### config.mk
export PLATFORM = sky130hd
export DESIGN_NAME = mem_access_stage
export DESIGN_NICKNAME = d
export VERILOG_FILES = /design/src/rtl/mem_access_stage.sv
export SDC_FILE = /design/constraint.sdc
export NUM_CORES = 1
export LEC_CHECK = 0
export BUFFER_PORTS_ARGS = -buffer_cell sky130_fd_sc_hd__buf_2
export CAP_MARGIN = 20
export CORE_MARGIN = 2
export CORE_UTILIZATION = 40
export CTS_CLUSTER_DIAMETER = 50
export DETAILED_ROUTE_END_ITERATION = 12
export PLACE_DENSITY_LB_ADDON = 0.05
export REMOVE_ABC_BUFFERS = 1
export SYNTH_ARGS = -nofsm -noshare
export SYNTH_HDL_FRONTEND = slang
export SYNTH_SLANG_ARGS = --single-unit
### constraint.sdc
create_clock -name clk -period 1.9 [get_ports clk]
set_clock_uncertainty 0.15 [all_clocks]
set_input_delay 0.19 -clock clk [delete_from_list [all_inputs] [get_ports clk]]
set_output_delay 0.19 -clock clk [all_outputs]
set_load 0.05 [all_outputs]
### src/rtl/mem_access_stage.sv
// Memory-access pipeline stage: drives a req/ready data-memory port for loads/stores, stalls upstream while busy.
// Optional build macro MISALIGN_TRAP_EN traps misaligned halfword/word accesses instead of ignoring low address bits.
module mem_access_stage #(
  parameter int unsigned XLEN    = 32,
  parameter int unsigned TIMEOUT = 64
) (
  input  logic            clk,
  input  logic            reset,
  input  logic            in_valid,
  input  logic [4:0]      in_rd,
  input  logic [XLEN-1:0] in_alu,
  input  logic [XLEN-1:0] in_rs2_v,
  input  logic            in_is_load,
  input  logic            in_is_store,
  input  logic [2:0]      in_funct3,
  output logic            stall,
  output logic            mem_req,
  output logic            mem_we,
  output logic [XLEN-1:0] mem_addr,
  output logic [XLEN-1:0] mem_wdata,
  output logic [3:0]      mem_wstrb,
  input  logic            mem_ready,
  input  logic [XLEN-1:0] mem_rdata,
  output logic            out_valid,
  output logic [4:0]      out_rd,
  output logic [XLEN-1:0] out_data,
  output logic            out_wen,
  output logic            err
);

  localparam int unsigned CW = (TIMEOUT > 1) ? $clog2(TIMEOUT) : 1;

  typedef enum logic {IDLE, ACCESS} state_t;

  state_t          state_q, state_d;
  logic [CW-1:0]   cnt_q, cnt_d;
  logic [4:0]      rd_q, rd_d;
  logic [2:0]      f3_q, f3_d;
  logic [1:0]      off_q, off_d;
  logic            load_q, load_d;

  logic            stall_d, req_d, we_d, ov_d, wen_d, err_d;
  logic [XLEN-1:0] addr_d, wdata_d, odata_d;
  logic [3:0]      wstrb_d;
  logic [4:0]      ord_d;

  logic            is_mem_c, misalign_c;
  logic [7:0]      byte_c;
  logic [15:0]     half_c;
  logic [XLEN-1:0] load_c, st_data_c;
  logic [3:0]      st_strb_c;

  assign is_mem_c = in_is_load || in_is_store;

`ifdef MISALIGN_TRAP_EN
  assign misalign_c = (in_funct3[1:0] == 2'b01 && in_alu[0]) ||
                      (in_funct3[1] && in_alu[1:0] != 2'b00);
`else
  assign misalign_c = 1'b0;
`endif

  // Store byte-lane replication and strobes; funct3[1:0] selects byte/half/word
  always_comb begin
    st_strb_c = 4'b1111;
    st_data_c = in_rs2_v;
    case (in_funct3[1:0])
      2'b00: begin
        st_strb_c = 4'b0001 << in_alu[1:0];
        st_data_c = {(XLEN/8){in_rs2_v[7:0]}};
      end
      2'b01: begin
        st_strb_c = in_alu[1] ? 4'b1100 : 4'b0011;
        st_data_c = {(XLEN/16){in_rs2_v[15:0]}};
      end
      default: ;
    endcase
  end

  // Load lane extraction and sign/zero extension; unknown funct3 falls back to a full word
  always_comb begin
    byte_c = 8'(mem_rdata >> {off_q, 3'b000});
    half_c = 16'(mem_rdata >> {off_q[1], 4'b0000});
    case (f3_q)
      3'b000:  load_c = {{(XLEN-8){byte_c[7]}}, byte_c};
      3'b100:  load_c = {{(XLEN-8){1'b0}}, byte_c};
      3'b001:  load_c = {{(XLEN-16){half_c[15]}}, half_c};
      3'b101:  load_c = {{(XLEN-16){1'b0}}, half_c};
      default: load_c = mem_rdata;
    endcase
  end

  always_comb begin
    state_d = state_q;
    cnt_d   = cnt_q;
    rd_d    = rd_q;
    f3_d    = f3_q;
    off_d   = off_q;
    load_d  = load_q;
    stall_d = stall;
    req_d   = mem_req;
    we_d    = mem_we;
    addr_d  = mem_addr;
    wdata_d = mem_wdata;
    wstrb_d = mem_wstrb;
    ov_d    = 1'b0;
    ord_d   = out_rd;
    odata_d = out_data;
    wen_d   = out_wen;
    err_d   = 1'b0;

    case (state_q)
      IDLE: begin
        if (in_valid) begin
          if (!is_mem_c) begin
            ov_d    = 1'b1;
            ord_d   = in_rd;
            odata_d = in_alu;
            wen_d   = (in_rd != 5'd0);
          end else if (misalign_c) begin
            ov_d    = 1'b1;
            err_d   = 1'b1;
            ord_d   = in_rd;
            odata_d = '0;
            wen_d   = 1'b0;
          end else begin
            state_d = ACCESS;
            cnt_d   = '0;
            rd_d    = in_rd;
            f3_d    = in_funct3;
            off_d   = in_alu[1:0];
            load_d  = in_is_load;
            stall_d = 1'b1;
            req_d   = 1'b1;
            we_d    = in_is_store && !in_is_load;
            addr_d  = {in_alu[XLEN-1:2], 2'b00};
            wdata_d = in_is_load ? '0 : st_data_c;
            wstrb_d = in_is_load ? 4'b0000 : st_strb_c;
          end
        end
      end
      ACCESS: begin
        if (mem_ready || cnt_q == CW'(TIMEOUT - 1)) begin
          state_d = IDLE;
          stall_d = 1'b0;
          req_d   = 1'b0;
          we_d    = 1'b0;
          ov_d    = 1'b1;
          ord_d   = rd_q;
          err_d   = !mem_ready;
          wen_d   = mem_ready && load_q && (rd_q != 5'd0);
          odata_d = (mem_ready && load_q) ? load_c : '0;
        end else begin
          cnt_d = cnt_q + CW'(1);
        end
      end
      default: state_d = IDLE;
    endcase
  end

  always_ff @(posedge clk or negedge reset) begin
    if (!reset) begin
      state_q   <= IDLE;
      cnt_q     <= '0;
      rd_q      <= '0;
      f3_q      <= '0;
      off_q     <= '0;
      load_q    <= 1'b0;
      stall     <= 1'b0;
      mem_req   <= 1'b0;
      mem_we    <= 1'b0;
      mem_addr  <= '0;
      mem_wdata <= '0;
      mem_wstrb <= '0;
      out_valid <= 1'b0;
      out_rd    <= '0;
      out_data  <= '0;
      out_wen   <= 1'b0;
      err       <= 1'b0;
    end else begin
      state_q   <= state_d;
      cnt_q     <= cnt_d;
      rd_q      <= rd_d;
      f3_q      <= f3_d;
      off_q     <= off_d;
      load_q    <= load_d;
      stall     <= stall_d;
      mem_req   <= req_d;
      mem_we    <= we_d;
      mem_addr  <= addr_d;
      mem_wdata <= wdata_d;
      mem_wstrb <= wstrb_d;
      out_valid <= ov_d;
      out_rd    <= ord_d;
      out_data  <= odata_d;
      out_wen   <= wen_d;
      err       <= err_d;
    end
  end

endmodule
# Yosys cells after proc, flatten, opt, wreduce, memory -nomap -nowiden
# Cells that the tools add are included.
# Widths: inputs -> output; s select.
# classes
add_sub_neg	1
n_mul	0
n_div	0
order_cmp	0
eq_ne	10
shift	3
mux	40
n_bitwise	1
reduce_logical	15
# ops
cell	n
$mux 32	5
$pmux 32 s2	2
$pmux 32 s4	1
$shr 32x5->16	1
$shr 32x5->8	1
$mux 6	3
$mux 1	15
$mux 5	3
$pmux 1 s2	6
$pmux 6 s2	1
$reduce_and 3->1	4
$pmux 5 s2	1
$reduce_bool 5->1	2
$mux 4	2
$ne 2x2->1 const B	4
$pmux 4 s2	1
$add 6x1->6 const B	1
$eq 3x3->1 const B	2
$eq 6x6->1 const B	1
$shl 1x2->4 const A	1
$eq 3x1->1 const B	1
$logic_and 1x1->1	3
$logic_not 3->1	1
$eq 2x1->1 const B	1
other kinds (5)	7
# totals
reg_bits	126
latch_bits	0
mem_bits_rw	0
mem_bits_ro	0
inputBits	110
word_cells	86
memories	0

# Longest topological paths before layout
# logic_depth
word_depth	5
ltp_mapped	8
depth_no_buf	6

# Worst setup path before layout
# OpenSTA, ideal clock, no wires.
# synth_path
path_kind	reg-to-reg
startpoint	reg state_q
endpoint	reg out_data[16]
setup_ns	0.141
arrival_time_ns	1.512
slack_ns	0.096
stages_incl_launch_ff	7
path_buffers	2
path_cell_list	dfrtp_1 or4b_4 o211a_1 buf_6 buf_6 a21oi_1 o22ai_1
# synth_via
elab_chain_cells	3
# synth_rtl
item	line_no	source
from (decl)	35	state_t state_q, state_d;
from (signal assigned)	180	state_q <= state_d;
$not 1->1 (no source line)	--	
$ne 2x2->1 (no source line)	--	
$reduce_and 3->1 (no source line)	--	
to (signal assigned)	194	out_data <= odata_d;
to (decl)	26	output logic [XLEN-1:0] out_data,
# Parallel ways exist; a longest one is shown, timed or not.
# A chain may end at the register's enable or synchronous reset.

# Final worst setup path
# layout_path
startpoint	reg cnt_q[1]
endpoint	reg cnt_q[3]
# layout_via
elab_chain_cells	4
# layout_rtl
item	line_no	source
from (decl)	36	logic [CW-1:0] cnt_q, cnt_d;
from (signal assigned)	181	cnt_q <= cnt_d;
branches (longest 4 deep; another with $add 6x1->6)	--	
# Several ways; the timed one is not identified. The select of a mux whose other input is x is not followed.

==> metrics.txt <==
worst-path cell chain ha_4 -> a311o_1 -> or4_1 -> nand2_1; row cnt 45; Synth Area in Simple Gates 19.80%; Final Util 62.01%; NetSw just under 5 mW; post-DR vias/cell 5.159; clock root buffer clkbuf_16; Yosys top cell by area dfrtp_1; CP required 2.11 ns; Setup Viol. Count Final 0; clock sink total 126; number of synthesis warnings 0; fin crit period 1.844 ns; vias in the first global route roughly 6400; TritonCTS Buffers 17; Sw Share 40.99%; average wire per standard cell 16.71 um; Inserted Diodes 0; grt total ovfl 0; internal power slightly above 7 mW; Hold Fails Final Rpt 0; Die Ht 127.9 um; 1st-iter DRT viols around 330; synthesized cell area 6142 um2; share of cells above drive strength 1 31.76%; GRT Max-Usage Layer met2; met3 Use GR 5.718%; Die ar. 16360 um2; mux cell area share after synthesis 5.765%; clock share of power around 30%; post-synthesis async set-or-reset flop share 100.0%; Pre-antenna DRT Iters 5; Post-Syn Instances 674; largest net degree at the start of global routing 46; Post-synth EDFFs 0; Buf/Inv on CP 0; I/O Pins roughly 220; detailed-route DRC error count 0; outcome complete, no violations; Crit Path Category reg -> reg; ys flop type dfrtp_1; FMAX 542.3 MHz; depth of the CTS H-tree 4; Worst Setup End Kind flop; Post-DRT Antenna Nets 0; Distinct cells, synth 54; initial core utilization between 40% and 50%; port bufs about 220; Area growth syn-to-layout 52.33%; Max VDD drop 0.6710 mV; GPL Wtd Cong around 0.81; synthesized flop and latch total 126; crit path DAT 2.05 ns; Vias 6217; post-synthesis adder-cell area fraction 0.2037%; sequential fraction of the synthesis area between 50% and 60%; Seq pwr share 30.7%; final net count 1115; Synth Area per Inst 9.113 um2; startpoint types flop; fillers 1309; Leak Pwr 4.632 nW; HPWL after detailed placement 13980 um; CTS tree yes; XOR/XNOR Fraction of Synth Area 0%; post-place setup slack -0.007156 ns; drt total wl 20140 um; Die Span X 127.9 um; Comb pwr share 39.0%; Clock transition at path regs 0.06 ns; Final Cycle Share 97.05%; Final Max Slew Viols 0; Critical Path Slowest Stage Cell or4_1; top cell family by delay on the critical path simple AND/OR/NAND/NOR gates; PwrDens 1279 nW/um2; Min-Delay Path Class in -> reg; max incr delay on CP 0.50 ns; core area 15090 um2; Max-Cap Viols 0; max_slew headroom around 59%; post-synth top area share 51.33%; RSZ-0062 raised after global routing true; initial antenna violation count 0; met1 usage 30.44%; clock latency on the worst-skew pair 0.42 ns; aggregate global-route resource usage 25.02%; top cells by area, synth dfrtp_1 51%, nand2_1 10%, o21ai_0 4.6%; largest family of logic cells by synthesized area simple AND/OR/NAND/NOR gates; Max Root-Sink Buffers 2; Synth Area in Compound Gates 17.21%; final worst slack 0.05611 ns; Worst Path Max Fanout 7; Least-Margin Pin Slew 0.6161 ns; first-pass GRT wire length 32020 um; grt met2 use a little over two fifths
layout make-up:
class	count	area, um2	area share, %
Tap cell	188	235.2	2.514
Sequential cell	126	3153	33.70
Clock inverter	10	183.9	1.966
Timing Repair Buffer	359	2507	26.80
Multi-Input combinational cell	483	2726	29.14
Clock buffer	22	474.2	5.068
Inverter	17	76.32	0.8157
through the flow:
stage                     std cells    TNS, ns  area, um2  hold slack (ns)  power [mW]
after global placement         1076          0       7652         0.004235       8.075
after floorplan                 626    -264.83       5877          -0.2556       6.716
after detailed placement       1076  -0.007156       7652         0.007425       8.156
after global routing           1205    -0.1133       9356          0.02126       12.53
final                          1205          0       9356          0.01591       11.97
after CTS                      1203  -0.009187       9268         0.001209       11.97
per-layer routing:
metal | vias up | wire [um]
met5 | - | 0
met4 | 0 | 395
met3 | 27 | 1141
met2 | 218 | 10030
met1 | 2987 | 8577
li1 | 2985 | -
worst register-to-register path, stage by stage (launching register included):
cell and delay, ns:
dfrtp_1 0.43, ha_4 0.20, a311o_1 0.43, or4_1 0.50
nand2_1 0.08
flip-flops by register name, indices dropped and copies added (netlist names):
signal	cells
mem_wdata	32
out_data	32
mem_addr	30
cnt_q	6
out_rd	5
rd_q	5
mem_wstrb	4
f3_q	3
off_q	2
err	1
load_q	1
mem_req	1
mem_we	1
out_valid	1
out_wen	1
state_q	1
cell families after synthesis:
| family | count (synthesis) |
|---|---|
| DFF | 126 |
| other | 1 |
| buffers and inverters | 66 |
| and+or+nand+nor | 277 |
| AOI/OAI and AO/OA | 170 |
| adders and majority gates | 1 |
| muxes | 33 |
cell usage after synthesis, types with 2 or more instances:
library cell  instances
nand2_1             165
dfrtp_1             126
o21ai_0              57
nor2_1               45
a21oi_1              42
clkbuf_1             30
mux2i_1              23
nor2b_1              23
o22ai_1              19
inv_1                14
nand3_1              12
o211ai_1             11
o221ai_1             11
a22o_1                9
mux2_2                9
buf_2                 7
nor3_1                7
buf_4                 5
or4_1                 5
a32oi_1               4
buf_6                 4
a21o_1                3
a31oi_1               3
and3_1                3
nand2b_1              3
nand3b_1              3
a211o_1               2
nor4_1                2
or3_1                 2
power by group through the flow:
stage                     Combinational (mW)  Clock, mW  Sequential (mW)
after floorplan                         1.09          0             5.63
after global placement                  4.40          0             3.68
after detailed placement                4.46          0             3.69
after CTS                               4.63       3.68             3.66
after global routing                    4.98       3.80             3.75
final                                   4.67       3.62             3.67
timing repair:
action | 4_1_cts | 5_1_grt
pin swaps | 0 | 5
hold endpoints to repair | 234 | 1
hold buffers | 95 | 1
resized for setup | 2 | 24
buffers inserted | 0 | 1
endpoints found under the setup margin | 19 | 67
placed cells by master, fill, tap and decap left out, types with 3 or more instances in the layout:
cell           count
o22ai_1           19
o221ai_1           7
buf_2            217
nand2b_1           3
mux2i_1           23
mux2_2             9
dfrtp_1          126
a21oi_1           40
nor3_1             7
bufinv_16          5
a22o_1             9
nand3_1           12
nor2b_1           23
dlygate4sd3_1     96
and3_1             3
or4_1              5
o211ai_1          11
a31oi_1            3
inv_1             14
buf_12             8
nand3b_1           3
clkbuf_8           3
a32oi_1            4
buf_4             35
nor2_1            45
o21ai_1           10
o21ai_0           46
nand2_1          165
o221ai_2           4
clkbuf_16         17
worst paths after layout:
path	slack [ns]	end	startpoint	cells past startpoint
max reg2reg	0.06	cnt_q[3]$_DFFE_PN0P_	cnt_q[1]$_DFFE_PN0P_	4
min in group asynchronous	0.14	rd_q[4]$_DFFE_PN0P_	reset	2
min	0.02	out_data[30]$_DFFE_PN0P_	mem_rdata[30]	3
min reg2reg	0.31	mem_wstrb[1]$_DFFE_PN0P_	mem_wstrb[1]$_DFFE_PN0P_	2
max	0.06	cnt_q[3]$_DFFE_PN0P_	cnt_q[1]$_DFFE_PN0P_	4
max in group asynchronous	0.86	mem_wstrb[0]$_DFFE_PN0P_	reset	3
Note: power is estimated with default switching activity, not from simulation.
